### src/rtl/spike_enc_pkg.sv
// Shared types and constants for the spike rate encoder and its LFSR.
// Also hosts the Galois step so every LFSR user advances identically.
package spike_enc_pkg;

  typedef enum logic [1:0] {
    IDLE   = 2'd0,
    RUN    = 2'd1,
    REFRAC = 2'd2,
    DONE   = 2'd3
  } enc_state_e;

  localparam logic        MODE_DET       = 1'b0;
  localparam logic        MODE_STOCH     = 1'b1;
  localparam logic [15:0] LFSR_TAPS      = 16'hB400;
  localparam logic [15:0] DEF_LFSR_SEED  = 16'hACE1;

  // Right-shifting Galois form: feedback bit is the LSB shifted out.
  function automatic logic [15:0] lfsr_next(input logic [15:0] s);
    return s[0] ? ((s >> 1) ^ LFSR_TAPS) : (s >> 1);
  endfunction

endpackage

### src/rtl/spike_lfsr.sv
// 16-bit Galois LFSR (x^16+x^14+x^13+x^11) with advance enable.
// The seed must be nonzero or the register locks up at zero.
module spike_lfsr import spike_enc_pkg::*; #(
  parameter logic [15:0] SEED = DEF_LFSR_SEED
) (
  input  logic        clk,
  input  logic        rst,
  input  logic        adv_i,
  output logic [15:0] state_o
);

  logic [15:0] lfsr_q;

  always_ff @(posedge clk) begin
    if (rst)        lfsr_q <= SEED;
    else if (adv_i) lfsr_q <= lfsr_next(lfsr_q);
  end

  assign state_o = lfsr_q;

endmodule

### src/rtl/spike_rate_encoder.sv
// Rate-to-spike-train encoder feeding the LIF neuron's signal_in.
// Deterministic (accumulator carry) or stochastic (LFSR compare) firing.
module spike_rate_encoder import spike_enc_pkg::*; #(
  parameter int          WIDTH     = 8,
  parameter logic [15:0] LFSR_SEED = DEF_LFSR_SEED,
  parameter int          CNT_W     = 16
) (
  input  logic             clk,
  input  logic             rst,
  input  logic             cfg_valid,
  output logic             cfg_ready,
  input  logic [WIDTH-1:0] cfg_rate,
  input  logic             cfg_mode,
  input  logic [7:0]       cfg_count,
  input  logic [3:0]       cfg_refrac,
  input  logic             enable,
  input  logic             stop,
  output logic             spike_out,
  output logic             busy,
  output logic             done,
  output logic [CNT_W-1:0] spike_cnt
);

  enc_state_e       state_q;
  logic [WIDTH-1:0] rate_q;
  logic             mode_q;
  logic [7:0]       count_q;
  logic [3:0]       refrac_q;
  logic [WIDTH-1:0] acc_q;
  logic [3:0]       rcnt_q;
  logic [7:0]       burst_q;
  logic [CNT_W-1:0] cnt_q;
  logic             spike_q;
  logic             busy_q;
  logic             done_q;

  logic [15:0]      lfsr_w;
  logic             lfsr_unused;

  // The LFSR free-runs on enable so the random stream is independent of config timing.
  spike_lfsr #(.SEED(LFSR_SEED)) u_lfsr (
    .clk     (clk),
    .rst     (rst),
    .adv_i   (enable),
    .state_o (lfsr_w)
  );

  assign lfsr_unused = ^lfsr_w[15:WIDTH];

  logic [WIDTH:0]   sum_d;
  logic             fire_d;
  logic [7:0]       burst_d;
  logic             last_d;
  logic [CNT_W-1:0] cnt_d;

  assign sum_d   = {1'b0, acc_q} + {1'b0, rate_q};
  assign fire_d  = (mode_q == MODE_STOCH) ? (lfsr_w[WIDTH-1:0] < rate_q) : sum_d[WIDTH];
  assign burst_d = burst_q + 8'd1;
  assign last_d  = (count_q != 8'd0) && (burst_d == count_q);
  assign cnt_d   = (&cnt_q) ? cnt_q : cnt_q + CNT_W'(1);

  always_ff @(posedge clk) begin
    if (rst) begin
      state_q  <= IDLE;
      rate_q   <= '0;
      mode_q   <= MODE_DET;
      count_q  <= '0;
      refrac_q <= '0;
      acc_q    <= '0;
      rcnt_q   <= '0;
      burst_q  <= '0;
      cnt_q    <= '0;
      spike_q  <= 1'b0;
      busy_q   <= 1'b0;
      done_q   <= 1'b0;
    end else begin
      spike_q <= 1'b0;
      done_q  <= 1'b0;
      unique case (state_q)
        IDLE: begin
          if (cfg_valid) begin
            rate_q   <= cfg_rate;
            mode_q   <= cfg_mode;
            count_q  <= cfg_count;
            refrac_q <= cfg_refrac;
            acc_q    <= '0;
            cnt_q    <= '0;
            burst_q  <= '0;
            state_q  <= RUN;
            busy_q   <= 1'b1;
          end
        end
        RUN: begin
          if (stop) begin
            state_q <= IDLE;
            busy_q  <= 1'b0;
          end else if (enable) begin
            if (mode_q == MODE_DET) acc_q <= sum_d[WIDTH-1:0];
            if (fire_d) begin
              spike_q <= 1'b1;
              cnt_q   <= cnt_d;
              burst_q <= burst_d;
              // Burst completion wins over refractory: no gap before DONE.
              if (last_d) begin
                state_q <= DONE;
                busy_q  <= 1'b0;
              end else if (refrac_q != 4'd0) begin
                rcnt_q  <= refrac_q;
                state_q <= REFRAC;
              end
            end
          end
        end
        REFRAC: begin
          if (stop) begin
            state_q <= IDLE;
            busy_q  <= 1'b0;
          end else if (enable) begin
            rcnt_q <= rcnt_q - 4'd1;
            if (rcnt_q == 4'd1) state_q <= RUN;
          end
        end
        DONE: begin
          state_q <= IDLE;
          done_q  <= ~stop;
        end
      endcase
    end
  end

  assign cfg_ready = (state_q == IDLE);
  assign spike_out = spike_q;
  assign busy      = busy_q;
  assign done      = done_q;
  assign spike_cnt = cnt_q;

endmodule

### config.mk
export PLATFORM = sky130hd
export DESIGN_NAME = spike_rate_encoder
export DESIGN_NICKNAME = d
export VERILOG_FILES = /design/src/rtl/spike_enc_pkg.sv /design/src/rtl/spike_lfsr.sv /design/src/rtl/spike_rate_encoder.sv
export SDC_FILE = /design/constraint.sdc
export NUM_CORES = 1
export LEC_CHECK = 0
export CORE_AREA = 5 5 115 117
export DETAILED_ROUTE_END_ITERATION = 10
export DIE_AREA = 0 0 120 122
export MAX_ROUTING_LAYER = met4
export PLACE_DENSITY = 0.5
export SYNTH_ARGS = -nofsm -noshare
export SYNTH_HDL_FRONTEND = slang
export SYNTH_SLANG_ARGS = --single-unit
### constraint.sdc
create_clock -name clk -period 4.7 [get_ports clk]
set_clock_uncertainty 0.1 [all_clocks]
set_input_delay 0.94 -clock clk [delete_from_list [all_inputs] [get_ports clk]]
set_output_delay 0.94 -clock clk [all_outputs]
set_load 0.01 [all_outputs]
==> flow_summary.ini, run 1 <==
[status]
outcome = finished, final reports clean

[worst_setup_path]
crit_buf_inv = 1
crit_fanout = 17
slowest_stage = or4_1
cp-start-kind = register
cp_cell_sequence = ha_1 -> inv_1 -> fa_1 -> nand2b_1 -> a21oi_1 -> a31oi_1 -> o32a_2 -> o21ai_4 -> nand3_4 -> or4_1 -> a21oi_1
critPathKind = register to register
cpMostUsedCell = a21oi_1
crit_family = compound AO/OA/AOI/OAI gates
r2r_slack_ns = 1.42
cp_data_required_time_ns = 4.86
r2r-end = spike_cnt[7]
slowest_delay_ns = 0.53
cp-end-kind = register
cp.arrival_ns = 3.44
reg2regPathDepth = 11
r2r-start = rate_q[0]

[power]
power_mw = 1.80
intPower_mw = 1.23
p_switching_mw = 0.570
p_leak_nw = 1.80
p_per_area_mw_per_mm2 = 365
power_frac_clock_pct = 36.8
p_sw_share_pct = 31.7
pwr-share-comb_pct = 21.9
vdd_drop_max_uv = 189
seq_power_share_pct = 41.3

[clocking]
clk_pin_slew_ns = 0.07
cts_max_level = 3
cts_tree = built
postCtsResizedCells = 0
cts.sinks = 78
hold_buffers = 0
cts_setup_buffers = 0
clock_path_buffers = 2
clk_latency_ns = 0.34
cts_made_buffers = 9
cts-root-buf = clkbuf_16

[global_route]
grt_usage_pct = 14.7
grt_max_degree = 67
grt_pass1_wl_mm = 16.8
grt_overflow = 0
antenna_found_initial = 0
grt_pass1_vias = 3458

[placed_design]
dp_slack_ns = 1.39
io_buffer_count = 45
place_inst = 668
gp_congestion = 0.771
placed_area_mm2 = 0.00463
hpwlAfterDp_mm = 7.19

[layout]
instances_no_fill = 684
syn_to_final_growth_pct = 20.5
drive_above_1_share_pct = 5.62
antenna_cells = 0
postLayoutCellArea_mm2 = 0.00492
n_fill_cell = 1269
final_core_util_pct = 40.1
nNetsFinal = 579

[detailed_routing]
drc_errors = 0
detail_route.first_pass.iterations = 4
wl_mm = 10.1
ant_nets = 0
vias_per_cell = 5.18
dr.first_iter.drc_count = 194
vias = 3543
wl_per_cell_um = 14.7

[floorplanning]
initial_core_util_pct = 33.3
dieArea_mm2 = 0.0146
pin_count = 46
num_rows = 41
dieWidth_um = 120
core-area_mm2 = 0.0123
die_y_um = 122

[sta]
max_freq_mhz = 305
setup_viol = 0
maxSlewViolCount = 0
worst_slack_ns = 1.42
worst_hold_slack_ns = 0.369
worst_pin_slew_ns = 0.909
rsz0062_at_grt = no
period_share_pct = 69.9
setup_tns_ns = 0
hold_viol = 0
min_period_ns = 3.28
slew_headroom_pct = 38.8

[synth]
yosysUniqueCellTypes = 53
yosysTopAreaCell = dfxtp_1
yosys-top-cells-area = dfxtp_1, ha_1, a21oi_1, nand2_1, xnor2_1
synth_common_cells = dfxtp_1, nand2_1, a21oi_1
syn_area_per_cell_um2 = 8.25
ys_warn_count = 0
syn_inst = 495
yosysMostFrequentCell = dfxtp_1
async_flop_share_pct = 0
synth_edf_count = 0
synth.net_count = 545
ys_seq_elements = 78
synth_top_area_share_pct = 38.2
ys_seq_area_share_pct = 38.2
ys.flop_type = dfxtp_1
syn_area_mm2 = 0.00408

[worst_hold_path]
min_path_cells = 1
whs_endpoint = u_lfsr.state_o[11]
hold_start = u_lfsr.state_o[12]
hp-class = register to register

[flow_run]
maxCapViolCount = 0
==> area by class of cell <==
| type | instances | area (um^2) | area share (%) |
|---|---|---|---|
| clock buffers | 10 | 239 | 4.86 |
| multi-input cells | 368 | 2320 | 47.2 |
| well taps | 150 | 188 | 3.81 |
| clock inverters | 6 | 46.3 | 0.941 |
| repair buffers | 49 | 475 | 9.66 |
| flip-flops and latches | 78 | 1560 | 31.7 |
| inverters | 23 | 86.3 | 1.75 |
==> power by group through the flow <==
stage / combinational, mW / clock, mW / sequential (mW)
finish: 0.394 / 0.662 / 0.742
global placement: 0.396 / 0 / 0.757
global route: 0.449 / 0.712 / 0.748
detailed placement: 0.401 / 0 / 0.758
CTS: 0.402 / 0.685 / 0.743
floorplan: 0.282 / 0 / 0.747
==> cells by family (layout without fill, tap and decap cells) <==
family                   after synthesis  in the layout  share of synthesized area, %
flip-flops                            78             78                          38.2
XOR/XNOR                              26             26                          5.58
AO/OA/AOI/OAI                        121            121                          18.7
buffers and inverters                 49             88                          4.87
adder cells (fa/ha/maj)               24             24                          7.54
multiplexers                           9              9                          2.21
AND/OR/NAND/NOR                      188            188                          22.9
==> worst reg2reg max path: stages (launching register included) <==
cell      delay (ns)
dfxtp_1         0.35
ha_1            0.18
inv_1           0.06
fa_1            0.38
nand2b_1        0.20
a21oi_1         0.26
a31oi_1         0.16
o32a_2          0.44
o21ai_4         0.20
nand3_4         0.20
or4_1           0.54
a21oi_1         0.16
==> placed cells by master (no fill, tap or decap), types with 3 or more instances in the layout <==
cell and n:
mux2i_1 9, ha_1 23, nand4_1 5, nor4_1 5, nor3_1 6, a211o_1 8
a211oi_1 6, o32ai_1 3, nor2_1 42, clkbuf_16 9, a21o_1 4, or4_1 8
a31oi_1 6, buf_4 4, nand3_1 14, a22oi_1 5, clkdlybuf4s50_1 44, nand2_1 64
o31ai_1 8, and2_1 4, nor2b_1 11, inv_1 23, xor2_1 5, o21ai_0 11
and3_1 5, nand2b_1 5, xnor2_1 21, dfxtp_1 78, a21oi_1 56, or3_1 7
==> registers in the layout (all words and copies together), names as in the netlist <==
signal	cells
spike_cnt	16
u_lfsr.state_o	16
acc_q	8
burst_q	8
count_q	8
rate_q	8
rcnt_q	4
refrac_q	4
state_q	2
busy	1
done	1
mode_q	1
spike_out	1
==> worst max path at each step <==
stage | from | to | slack (ns) | depth (start not counted)
after floorplan | rate_q[0] | spike_cnt[3] | 1.85 | 12
after global placement | cfg_valid | burst_q[4] | 1.43 | 7
after detailed placement | cfg_valid | burst_q[4] | 1.39 | 7
after CTS | rate_q[0] | spike_cnt[7] | 1.43 | 11
after global routing | rate_q[0] | spike_cnt[9] | 1.21 | 11
final | rate_q[0] | spike_cnt[7] | 1.42 | 11
==> layer usage <==
metal  part of all wire, %  routed length (um)  track usage (%)  vias up
met5                     0                   0                -        -
met1                    46                4670             17.3     1669
met3                   2.8                 281             3.34        9
met2                    50                5010             25.2       47
met4                   1.1                 111             4.51        0
li1                      -                   -                -     1818
Power figures use the tool's default switching activity.
==> run 2, diff against run 1 <==
- clock period: 4.7 -> 3.3 ns (I/O delays scaled with it)
==> run 2 against run 1 <==
- sequential cell count stayed put
- sequential power grew 42%
- highest routed layer unchanged
- cell area is 1.9% higher
==> flow_summary.ini, run 2 (same netlist as run 1, synthesis figures left out) <==
[floorplanning]
die_y_um = 122
dieWidth_um = 120
num_rows = 41
core-area_mm2 = 0.0123
initial_core_util_pct = 33.3
pin_count = 46
dieArea_mm2 = 0.0146

[layout]
layout_commonest_cell = dfxtp_1
layout_common_cells = dfxtp_1, nand2_1, a21oi_1
drive_above_1_share_pct = 7.16
syn_to_final_growth_pct = 22.7
postLayoutCellArea_mm2 = 0.00501
antenna_cells = 0
nNetsFinal = 590

[worst_hold_path]
hp-class = register to register
whs_endpoint = u_lfsr.state_o[11]
min_path_cells = 1
hold_start = u_lfsr.state_o[12]

[global_route]
grt_usage_pct = 14.7
grt_pass1_wl_mm = 16.6
grt_overflow = 0
grt_max_degree = 39
grt_pass1_vias = 3472
antenna_found_initial = 0

[placed_design]
placed_area_mm2 = 0.00466
gp_congestion = 0.822
io_buffer_count = 45
hpwlAfterDp_mm = 7.05

[worst_setup_path]
cp_data_required_time_ns = 3.47
cp-end-kind = register
r2r_slack_ns = 0.11
reg2regPathDepth = 11
critPathKind = register to register
cp.arrival_ns = 3.35
r2r-end = spike_cnt[15]
crit_fanout = 7
cp-start-kind = register
r2r-start = rate_q[0]

[detailed_routing]
ant_nets = 0
vias_per_cell = 5.13
drc_errors = 0
vias = 3563
wl_mm = 10.0
wl_per_cell_um = 14.4
detail_route.first_pass.iterations = 4
dr.first_iter.drc_count = 128

[sta]
setup_viol = 0
worst_hold_slack_ns = 0.365
hold_viol = 0
min_period_ns = 3.19
period_share_pct = 96.6
maxSlewViolCount = 0
worst_pin_slew_ns = 0.704
slew_headroom_pct = 52.7
max_freq_mhz = 314

[power]
p_per_area_mw_per_mm2 = 522
p_leak_nw = 1.87
vdd_drop_max_uv = 222

[status]
outcome = finished, final reports clean

[clocking]
clock_path_buffers = 2
hold_buffers = 0
cts-root-buf = clkbuf_16
clk_latency_ns = 0.34
cts.sinks = 78
cts_made_buffers = 9
cts_tree = built
clk_pin_slew_ns = 0.06
cts_max_level = 3

[flow_run]
maxCapViolCount = 0
-- run 2: cell types whose count changed in the layout (fill, tap and decap cells not counted), sizes merged --
cell and delta:
buf +10, clkbuf +6, clkinv -3, clkinvlp -2, inv -1, nand3 +1
-- run 2: where the power goes --
| group | internal (mW) | switching, mW |
|---|---|---|
| combinational | 0.252 | 0.366 |
| sequential | 1.00 | 0.0523 |
| clock | 0.573 | 0.371 |
-- run 2: area by class of cell --
type                       instances  area, um^2
clock buffer                      16         282
fill                            1258        7250
inverter                          23        86.3
multi-input combinational        369        2340
sequential                        78        1560
tap                              150         188
timing repair buffer              59         551
-- run 2: layer usage --
metal	GRT usage (%)	part of all wire, %	up-vias
met3	3.20	3.5	21
met5	-	0	-
met2	24.0	47	63
li1	-	-	1827
met4	7.09	2.3	0
met1	17.2	47	1652
-- run 2: critical path, stage by stage (launching register included) --
cell and delay [ns]:
dfxtp_1 0.34, ha_1 0.17, inv_1 0.05, fa_1 0.37
nand2b_4 0.17, a21oi_2 0.19, a31oi_1 0.13, o32a_2 0.43
o21ai_4 0.25, nand3_2 0.22, or4_1 0.55, a21oi_1 0.15
-- run 2: metrics by stage --
stage                     setup slack, ns  power (mW)   TNS (ns)  util, %  std cells
after floorplan                     0.446        1.47          0        -        495
after global placement              0.170        1.64          0     38.0        671
after detailed placement           0.0932        1.65          0     38.0        671
after CTS                          0.0821        2.60          0     40.3        687
after global routing            -0.000701        2.77  -0.000701     40.9        695
final                               0.111        2.62          0     40.9        695
-- run 2: worst max path at each step --
stage                    from             to  slack, ns  cells past startpoint
floorplan           rate_q[0]   spike_cnt[3]       0.45                     12
global placement    rate_q[0]   spike_cnt[5]       0.17                     11
detailed placement  rate_q[0]   spike_cnt[9]       0.09                     11
CTS                 rate_q[0]   spike_cnt[9]       0.08                     11
global route        rate_q[0]  spike_cnt[15]    -0.0007                     11
finish              rate_q[0]  spike_cnt[15]       0.11                     11
-- run 2: repair_timing --
item                                    CTS  global route
resized for setup                         0             2
endpoints found under the setup margin    0            10
setup buffers                             0             7
==> run 3, diff against run 2 <==
- SLEW_MARGIN: not set -> 25
==> results of run 3 <==
The final DEF is identical to that of run 2; final timing and power are the same.
